**src/rtl/add_sub_result_stage_pkg.sv**
```systemverilog
// Shared definitions for the add/sub result stage: flag indices, op encoding, flag vector type.
package add_sub_result_stage_pkg;

    localparam int unsigned FLG_W = 4;
    localparam int unsigned FLG_C = 0;
    localparam int unsigned FLG_V = 1;
    localparam int unsigned FLG_Z = 2;
    localparam int unsigned FLG_N = 3;

    // Also drives the adder's CTRL input
    localparam logic OP_ADD = 1'b0;
    localparam logic OP_SUB = 1'b1;

    typedef logic [FLG_W-1:0] flags_t;

endpackage

```
**src/rtl/addsub_flag_gen.sv**
```systemverilog
// Combinational C/V/Z/N derivation from a ripple-carry add/sub stage's sum, carries and op.
module addsub_flag_gen
    import add_sub_result_stage_pkg::*;
#(
    parameter int unsigned SIZE = 4
) (
    input  logic [SIZE-1:0] s_i,
    input  logic [SIZE-1:0] cout_i,
    input  logic            ctrl_i,
    output flags_t          flags_c
);

    always_comb begin
        flags_c        = '0;
        // Subtract reports borrow, the inverse of the adder's carry out
        flags_c[FLG_C] = cout_i[SIZE-1] ^ (ctrl_i == OP_SUB);
        flags_c[FLG_V] = cout_i[SIZE-1] ^ cout_i[SIZE-2];
        flags_c[FLG_Z] = (s_i == '0);
        flags_c[FLG_N] = s_i[SIZE-1];
    end

endmodule

```
**src/rtl/add_sub_result_stage.sv**
```systemverilog
// Registered result stage: flag generation, 2-entry result FIFO and overflow status tracking.
module add_sub_result_stage
    import add_sub_result_stage_pkg::*;
#(
    parameter int unsigned SIZE  = 4,
    parameter int unsigned CNT_W = 8
) (
    input  logic             clk,
    input  logic             rst,
    input  logic             in_valid,
    output logic             in_ready,
    input  logic [SIZE-1:0]  s_in,
    input  logic [SIZE-1:0]  cout_in,
    input  logic             ctrl_in,
    output logic             out_valid,
    input  logic             out_ready,
    output logic [SIZE-1:0]  res_out,
    output logic             c_out,
    output logic             v_out,
    output logic             z_out,
    output logic             n_out,
    input  logic             clr_stat,
    output logic             ovf_sticky,
    output logic [CNT_W-1:0] ovf_cnt
);

    localparam int unsigned CNT_FIFO_W = 2;
    localparam int unsigned DEPTH      = 2;

    typedef struct packed {
        logic [SIZE-1:0] res;
        flags_t          flags;
    } entry_t;

    flags_t                flags_c;
    entry_t                mem_q [DEPTH];
    entry_t                mem_d [DEPTH];
    logic [CNT_FIFO_W-1:0] count_q, count_d;
    logic                  wr_ptr_q, wr_ptr_d;
    logic                  rd_ptr_q, rd_ptr_d;
    logic                  sticky_q, sticky_d;
    logic [CNT_W-1:0]      cnt_q, cnt_d;
    logic                  push_c;
    logic                  pop_c;
    entry_t                head_c;

    addsub_flag_gen #(
        .SIZE (SIZE)
    ) u_flag_gen (
        .s_i     (s_in),
        .cout_i  (cout_in),
        .ctrl_i  (ctrl_in),
        .flags_c (flags_c)
    );

    assign in_ready  = (count_q != CNT_FIFO_W'(DEPTH));
    assign out_valid = (count_q != '0);
    assign push_c    = in_valid & in_ready;
    assign pop_c     = out_valid & out_ready;

    // Head entry straight from storage; no path from s_in
    assign head_c = mem_q[rd_ptr_q];
    assign res_out = head_c.res;
    assign c_out   = head_c.flags[FLG_C];
    assign v_out   = head_c.flags[FLG_V];
    assign z_out   = head_c.flags[FLG_Z];
    assign n_out   = head_c.flags[FLG_N];

    assign ovf_sticky = sticky_q;
    assign ovf_cnt    = cnt_q;

    always_comb begin
        mem_d    = mem_q;
        count_d  = count_q;
        wr_ptr_d = wr_ptr_q;
        rd_ptr_d = rd_ptr_q;
        sticky_d = sticky_q;
        cnt_d    = cnt_q;

        if (push_c) begin
            mem_d[wr_ptr_q] = '{res: s_in, flags: flags_c};
            wr_ptr_d        = ~wr_ptr_q;
        end
        if (pop_c) begin
            rd_ptr_d = ~rd_ptr_q;
        end
        case ({push_c, pop_c})
            2'b10:   count_d = count_q + CNT_FIFO_W'(1);
            2'b01:   count_d = count_q - CNT_FIFO_W'(1);
            default: count_d = count_q;
        endcase

        // An overflowing push beats a coincident clear
        if (push_c && flags_c[FLG_V]) begin
            sticky_d = 1'b1;
            if (clr_stat) begin
                cnt_d = CNT_W'(1);
            end else if (!(&cnt_q)) begin
                cnt_d = cnt_q + CNT_W'(1);
            end
        end else if (clr_stat) begin
            sticky_d = 1'b0;
            cnt_d    = '0;
        end
    end

    always_ff @(posedge clk or posedge rst) begin
        if (rst) begin
            for (int i = 0; i < int'(DEPTH); i++) begin
                mem_q[i] <= '0;
            end
            count_q  <= '0;
            wr_ptr_q <= 1'b0;
            rd_ptr_q <= 1'b0;
            sticky_q <= 1'b0;
            cnt_q    <= '0;
        end else begin
            mem_q    <= mem_d;
            count_q  <= count_d;
            wr_ptr_q <= wr_ptr_d;
            rd_ptr_q <= rd_ptr_d;
            sticky_q <= sticky_d;
            cnt_q    <= cnt_d;
        end
    end

endmodule
```
**config.mk**
```make
export PLATFORM = sky130hd
export DESIGN_NAME = add_sub_result_stage
export DESIGN_NICKNAME = d
export VERILOG_FILES = /design/src/rtl/add_sub_result_stage_pkg.sv /design/src/rtl/addsub_flag_gen.sv /design/src/rtl/add_sub_result_stage.sv
export SDC_FILE = /design/constraint.sdc
export NUM_CORES = 1
export LEC_CHECK = 0
export CAP_MARGIN = 20
export CORE_ASPECT_RATIO = 2
export CORE_MARGIN = 2
export CORE_UTILIZATION = 44
export CTS_CLUSTER_SIZE = 8
export DETAILED_ROUTE_END_ITERATION = 10
export PLACE_DENSITY = 0.85
export SLEW_MARGIN = 25
export SYNTH_ARGS = -nofsm -noshare
export SYNTH_HDL_FRONTEND = slang
export SYNTH_SLANG_ARGS = --single-unit
export TNS_END_PERCENT = 5
```
**constraint.sdc**
```tcl
create_clock -name clk -period 1.5 [get_ports clk]
set_input_delay 0.3 -clock clk [delete_from_list [all_inputs] [get_ports clk]]
set_output_delay 0.3 -clock clk [all_outputs]
set_load 0.05 [all_outputs]
```
# After elaboration in Yosys (flattened, before gate mapping)
# Index checks and enable logic that the tools add are counted.
# W data, S select, Z words.
# word_totals
ff_bits	29
latchBits	0
ram_bits	0
mem_bits_ro	0
input_bits	14
out_inout_bits	19
elab_cells	48
n_memories	0
# op_classes
addsub	3
mul	0
div	0
magnitude_cmp	3
eq_ne	4
shift	0
mux	13
n_bitwise	8
n_reduce_logical	8
# ops
op	n
$mux W8	8
$bwmux W16	1
$add A8 B1 Y8 const B	1
$demux W8 S1	1
$reduce_and A8 Y1	1
$reduce_bool A2 Y1	3
$ge A2 B2 Y1 const B	2
$logic_not A4 Y1	1
$ne A2 B2 Y1 const B	2
$not A1 Y2	2
$pmux W2 S2	1
$add A2 B1 Y2 const B	1
$and A1 B1 Y1	2
$eq A2 B1 Y1 const B	1
$eq A2 B2 Y1 const B	1
$logic_and A1 B1 Y1	2
$lt A2 B1 Y1 const B	1
$mux W1	2
$not A1 Y1	2
$reduce_and A2 Y1	1
$sub A2 B1 Y2 const B	1
$xor A1 B1 Y1	2

# Longest topological paths before layout
# depth
ltp_word	6
ltp_mapped	6
mapped_depth_nobuf	5

# Cells and area by module
# Synthesis repeated with hierarchy kept, for this count alone.
# unflattened
hier_cells	115
hier_area_um2	1447.6
# modules_own_cells
module	n_inst	cells_each	area_per_inst_um2	seq_area_each_um2
add_sub_result_stage	1	111	1410.1	725.7
addsub_flag_gen	1	4	37.5	0.0

# Least setup slack after synthesis
# Ideal clock, no wire load.
# synth_timing
kind	register to register
startpoint	register cnt_q[0] (netlist: ovf_cnt[0])
endpoint	register cnt_q[5] (netlist: ovf_cnt[5])
setup_ns	0.125
t_arrival_ns	1.785
t_required_ns	1.375
path_slack_ns	-0.410
stages_incl_launch_ff	6
n_path_buf	0
synth_period_minus_slack_ns	1.910
cell_sequence	dfrtp_1 > ha_1 > nand3_1 > or2_2 > and3_1 > mux2_2
# synth_between
elab_chain_len	4
elab_cells_between_ends	7
classes_between	1 x add/sub; 1 x eq/ne; 3 x mux; 2 x reduce/logical
# synth_lines
element	line_no	source
from (decl)	add_sub_result_stage.sv:42	logic [CNT_W-1:0] cnt_q, cnt_d;
from (signal assigned)	add_sub_result_stage.sv:123	cnt_q <= cnt_d;
$add A8 B1 Y8	add_sub_result_stage.sv:99	cnt_d = cnt_q + CNT_W'(1);
$mux W8	add_sub_result_stage.sv:98	end else if (!(&cnt_q)) begin
$mux W8	add_sub_result_stage.sv:96	if (clr_stat) begin
$mux W8	add_sub_result_stage.sv:94	if (push_c && flags_c[FLG_V]) begin
# Several ways; a longest one is shown, not always the timed one. The select of a mux whose other input is x is not followed.
# A chain may end at the register's enable or synchronous reset.

# Final worst setup path
# layout_timing
startpoint	register rd_ptr_q
endpoint	output v_out
# layout_between
elab_chain_len	4
# layout_lines
element	line_no	source
from (decl)	add_sub_result_stage.sv:40	logic rd_ptr_q, rd_ptr_d;
from (signal assigned)	add_sub_result_stage.sv:121	rd_ptr_q <= rd_ptr_d;
$not A1 Y2 (not written as such)	add_sub_result_stage.sv:62	assign head_c = mem_q[rd_ptr_q];
$mux W8 (not written as such) (3 in a row)	add_sub_result_stage.sv:62	
to (decl)	add_sub_result_stage.sv:19	output logic v_out,
# No other way between the ends. The select of a mux whose other input is x is not followed.

==> metrics.md <==
| Metric | Value |
|---|---|
| H-tree levels | `1` |
| First-pass GRT wire length | `5530 um` |
| Clock Path Buffers | `2` |
| DRT iter0 DRCs | `25` |
| Adder-Cell Fraction of Synth Area | `0.00930` |
| Vias in the first global route | `1312` |
| Num rows | `28` |
| Final core utilization | `0.688` |
| Die Width | `43.1 um` |
| EDFF count, synth | `0` |
| Total grt overflow | `0` |
| Initial Util | `0.457` |
| Hold-fix buffers, CTS | `0` |
| Largest net degree at the start of global routing | `28` |
| Leak | `0.878 nW` |
| Max-slew violations | `0` |
| Switch share | `0.417` |
| Die area | `3540 um^2` |
| TNS Setup | `-1.18 ns` |
| Final setup viols | `13` |
| Comb power frac | `0.546` |
| Post-synthesis mux area share | `0.184` |
| R2R Setup Slk | `-0.04 ns` |
| R2R Path Start | `ovf_cnt[0]` |
| Share of cells above drive strength 1 | `0.503` |
| XOR/XNOR Fraction of Synth Area | `0.0316` |
| Cell count after synthesis | `117` |
| Switching power | `1.44 mW` |
| Pre-antenna DRT Iters | `4` |
| YS warnings | `0` |
| Yosys top cell area share | `0.502` |
| Final Hold Slack | `0.365 ns` |
| DP HPWL | `2610 um` |
| Pwr/cell area | `1700 nW/um^2` |
| Crit path capture type | `primary output` |
| Fin worst setup slack | `-0.127 ns` |
| Sequential power share | `0.329` |
| Main combinational cell family by area after synthesis | `multiplexers` |
| Hold Violations, Final | `0` |
| Synth area leaders | `dfrtp_1 (50%), mux2_2 (18%), nand2_1 (2.0%)` |
| CTS tree | `yes` |
| Die H | `82.2 um` |
| Ys flop type | `dfrtp_1` |
| Relative slew margins | `0.766` |
| Worst R2R End | `ovf_cnt[4]` |
| Max-cap violations | `0` |
| ANT nets after route | `0` |
| Port Buf Inserts | `30` |
| HP Class | `input pin to async pin` |
| Pre-CTS setup slack | `-0.518 ns` |
| N_diodes | `0` |
| Clock slew at reported path FFs | `0.10 ns` |
| FF+latch count, synth | `27` |
| Leading area contributor after synthesis | `dfrtp_1` |
| RSZ-0062 raised after global routing | `true` |
| Seq/Total Area, Yosys | `0.502` |
| Avg Cell Area, Syn | `11.5 um^2` |
| Startpoint Class | `register` |
| Synth Area in Simple Gates | `0.137` |
| Power share of the clock group | `0.125` |
| FFs w/ async S/R, synth | `1.00` |
| Syn_nets | `132` |
| DRC viols | `0` |
| Synthesized area | `1350 um^2` |
| CP required | `1.20 ns` |
| Compound-Gate Fraction of Synth Area | `0.101` |
| Num CTS Buffers | `3` |
| Routed len/inst | `16.7 um` |
| Nets | `185` |
| Total I/O pin count | `33` |
| Total Routing Usage GR | `0.208` |
| CTS sink cnt | `27` |
| Initial antenna violation count | `0` |
| Clock Skew | `0.0127 ns` |
| Total core area | `2940 um^2` |
| Highest Clock Rate | `615 MHz` |
| Total wire length | `3330 um` |
| Cell depth of the worst flop-to-flop path | `5` |
| CTS root buffer | `clkbuf_8` |
| Crit path time final | `1.63 ns` |
| Global placer's final weighted congestion | `0.903` |
| VDD IR-drop max | `1.24 mV` |
| Final Total Pwr | `3.45 mW` |
| Clock Latency Late Sink | `0.29 ns` |
| Outcome | `complete, but fails checks` |
| Int Power | `2.01 mW` |
| Area Growth Syn to Fin | `50.5%` |
| Failing checks | `negative setup slack` |
| Crit path arrival time | `1.33 ns` |
| Vias post-DR | `1129` |
| Crit path kind | `register to primary output` |
| Synth cell types | `35` |
| Final period util | `1.08` |
| Post-DR vias/cell | `5.67` |
| Worst-margin pin slew | `0.350 ns` |
| CP Max Fanout | `8` |
==> placed cells by master, fill, tap and decap left out, types with 2 or more instances in the layout <==
master            n
o31ai_1           2
inv_1             5
nor2_1            4
buf_4            23
nand2_1           7
and3_1            2
clkdlybuf4s50_1   9
dfrtp_2           8
dlygate4sd2_1     2
a21oi_1           4
mux2_2           21
nor2_2            2
xnor2_1           2
clkbuf_8          3
nand3_1           5
buf_12           10
or4_1             2
buf_6             9
nor2b_1           3
o21ai_0           3
dfrtp_1          19
==> per-layer routing <==
| metal | wire length, um | part of all wire | vias to the layer above | global-route usage |
|---|---|---|---|---|
| li1 | - | - | 529 | - |
| met1 | 1100 | 0.33 | 541 | 0.188 |
| met2 | 1960 | 0.59 | 42 | 0.406 |
| met3 | 116 | 0.035 | 17 | 0.0283 |
| met4 | 157 | 0.047 | 0 | 0.133 |
| met5 | 0 | 0 | - | 0 |
==> power groups by stage <==
stage | Sequential (mW) | Combinational [mW] | Clock, mW
after floorplan | 1.11 | 1.20 | 0
after global placement | 1.12 | 1.70 | 0
after detailed placement | 1.14 | 1.75 | 0
after CTS | 1.14 | 1.86 | 0.435
after global routing | 1.17 | 1.97 | 0.463
final | 1.14 | 1.88 | 0.431
==> how the worst max path moves through the flow <==
stage                    start    endpoint  slack, ns  depth (start not counted)
floorplan           ovf_cnt[1]  ovf_cnt[5]      -0.12                          5
global placement    cout_in[3]  ovf_cnt[3]      -0.42                          5
finish                rd_ptr_q       v_out      -0.13                          2
detailed placement  cout_in[3]  ovf_cnt[3]      -0.52                          5
global route          rd_ptr_q  res_out[1]      -0.16                          2
CTS                   rd_ptr_q       z_out      -0.12                          2
==> cells by family (layout without fill, tap and decap cells) <==
family	count (synthesis)	in the layout
xor gates and xnor gates	4	4
muxes	22	22
DFF	27	27
adders and majority gates	1	1
and+or+nand+nor	33	33
AOI/OAI and AO/OA	20	20
buffers and inverters	10	62
==> cell type report <==
class	count	area (um^2)
Clock inverter	1	7.51
Inverter	5	18.8
Fill cell	208	918
Tap cell	30	37.5
Timing Repair Buffer	53	582
Multi-Input combinational cell	80	652
Sequential cell	27	686
Clock buffer	3	41.3
==> synthesized netlist by cell type, types with 2 or more instances <==
cell type,number
clkbuf_1,2
or2_2,2
and3_1,2
nand3_1,5
nor2_1,5
o31ai_1,2
dfrtp_1,27
inv_1,5
nand2_1,7
o21ai_0,4
a21oi_1,5
xnor2_1,2
or4_1,3
nor2b_1,3
mux2_2,22
buf_4,2
==> flip-flops by register name, indices dropped and copies added (netlist names) <==
| name | flops |
|---|---|
| count_q | 2 |
| mem_q | 14 |
| rd_ptr_q | 1 |
| wr_ptr_q | 1 |
| ovf_cnt | 8 |
| ovf_sticky | 1 |
==> per-stage QoR <==
step                std cells  area, um^2
detailed placement        194        1920
global placement          194        1920
CTS                       199        2010
floorplan                 117        1370
finish                    199        2020
global route              199        2020
==> critical path, stage by stage (launching register included) <==
cell and delay, ns:
dfrtp_2 0.50, mux2_2 0.38, buf_6 0.16
==> what timing repair did <==
action	4_1_cts	5_1_grt
pin swaps	5	0
endpoints found under the setup margin	15	23
setup buffers	1	0
gates resized for setup	13	5
endpoints found under the hold margin	0	0
(Power assumes the default switching activity.)
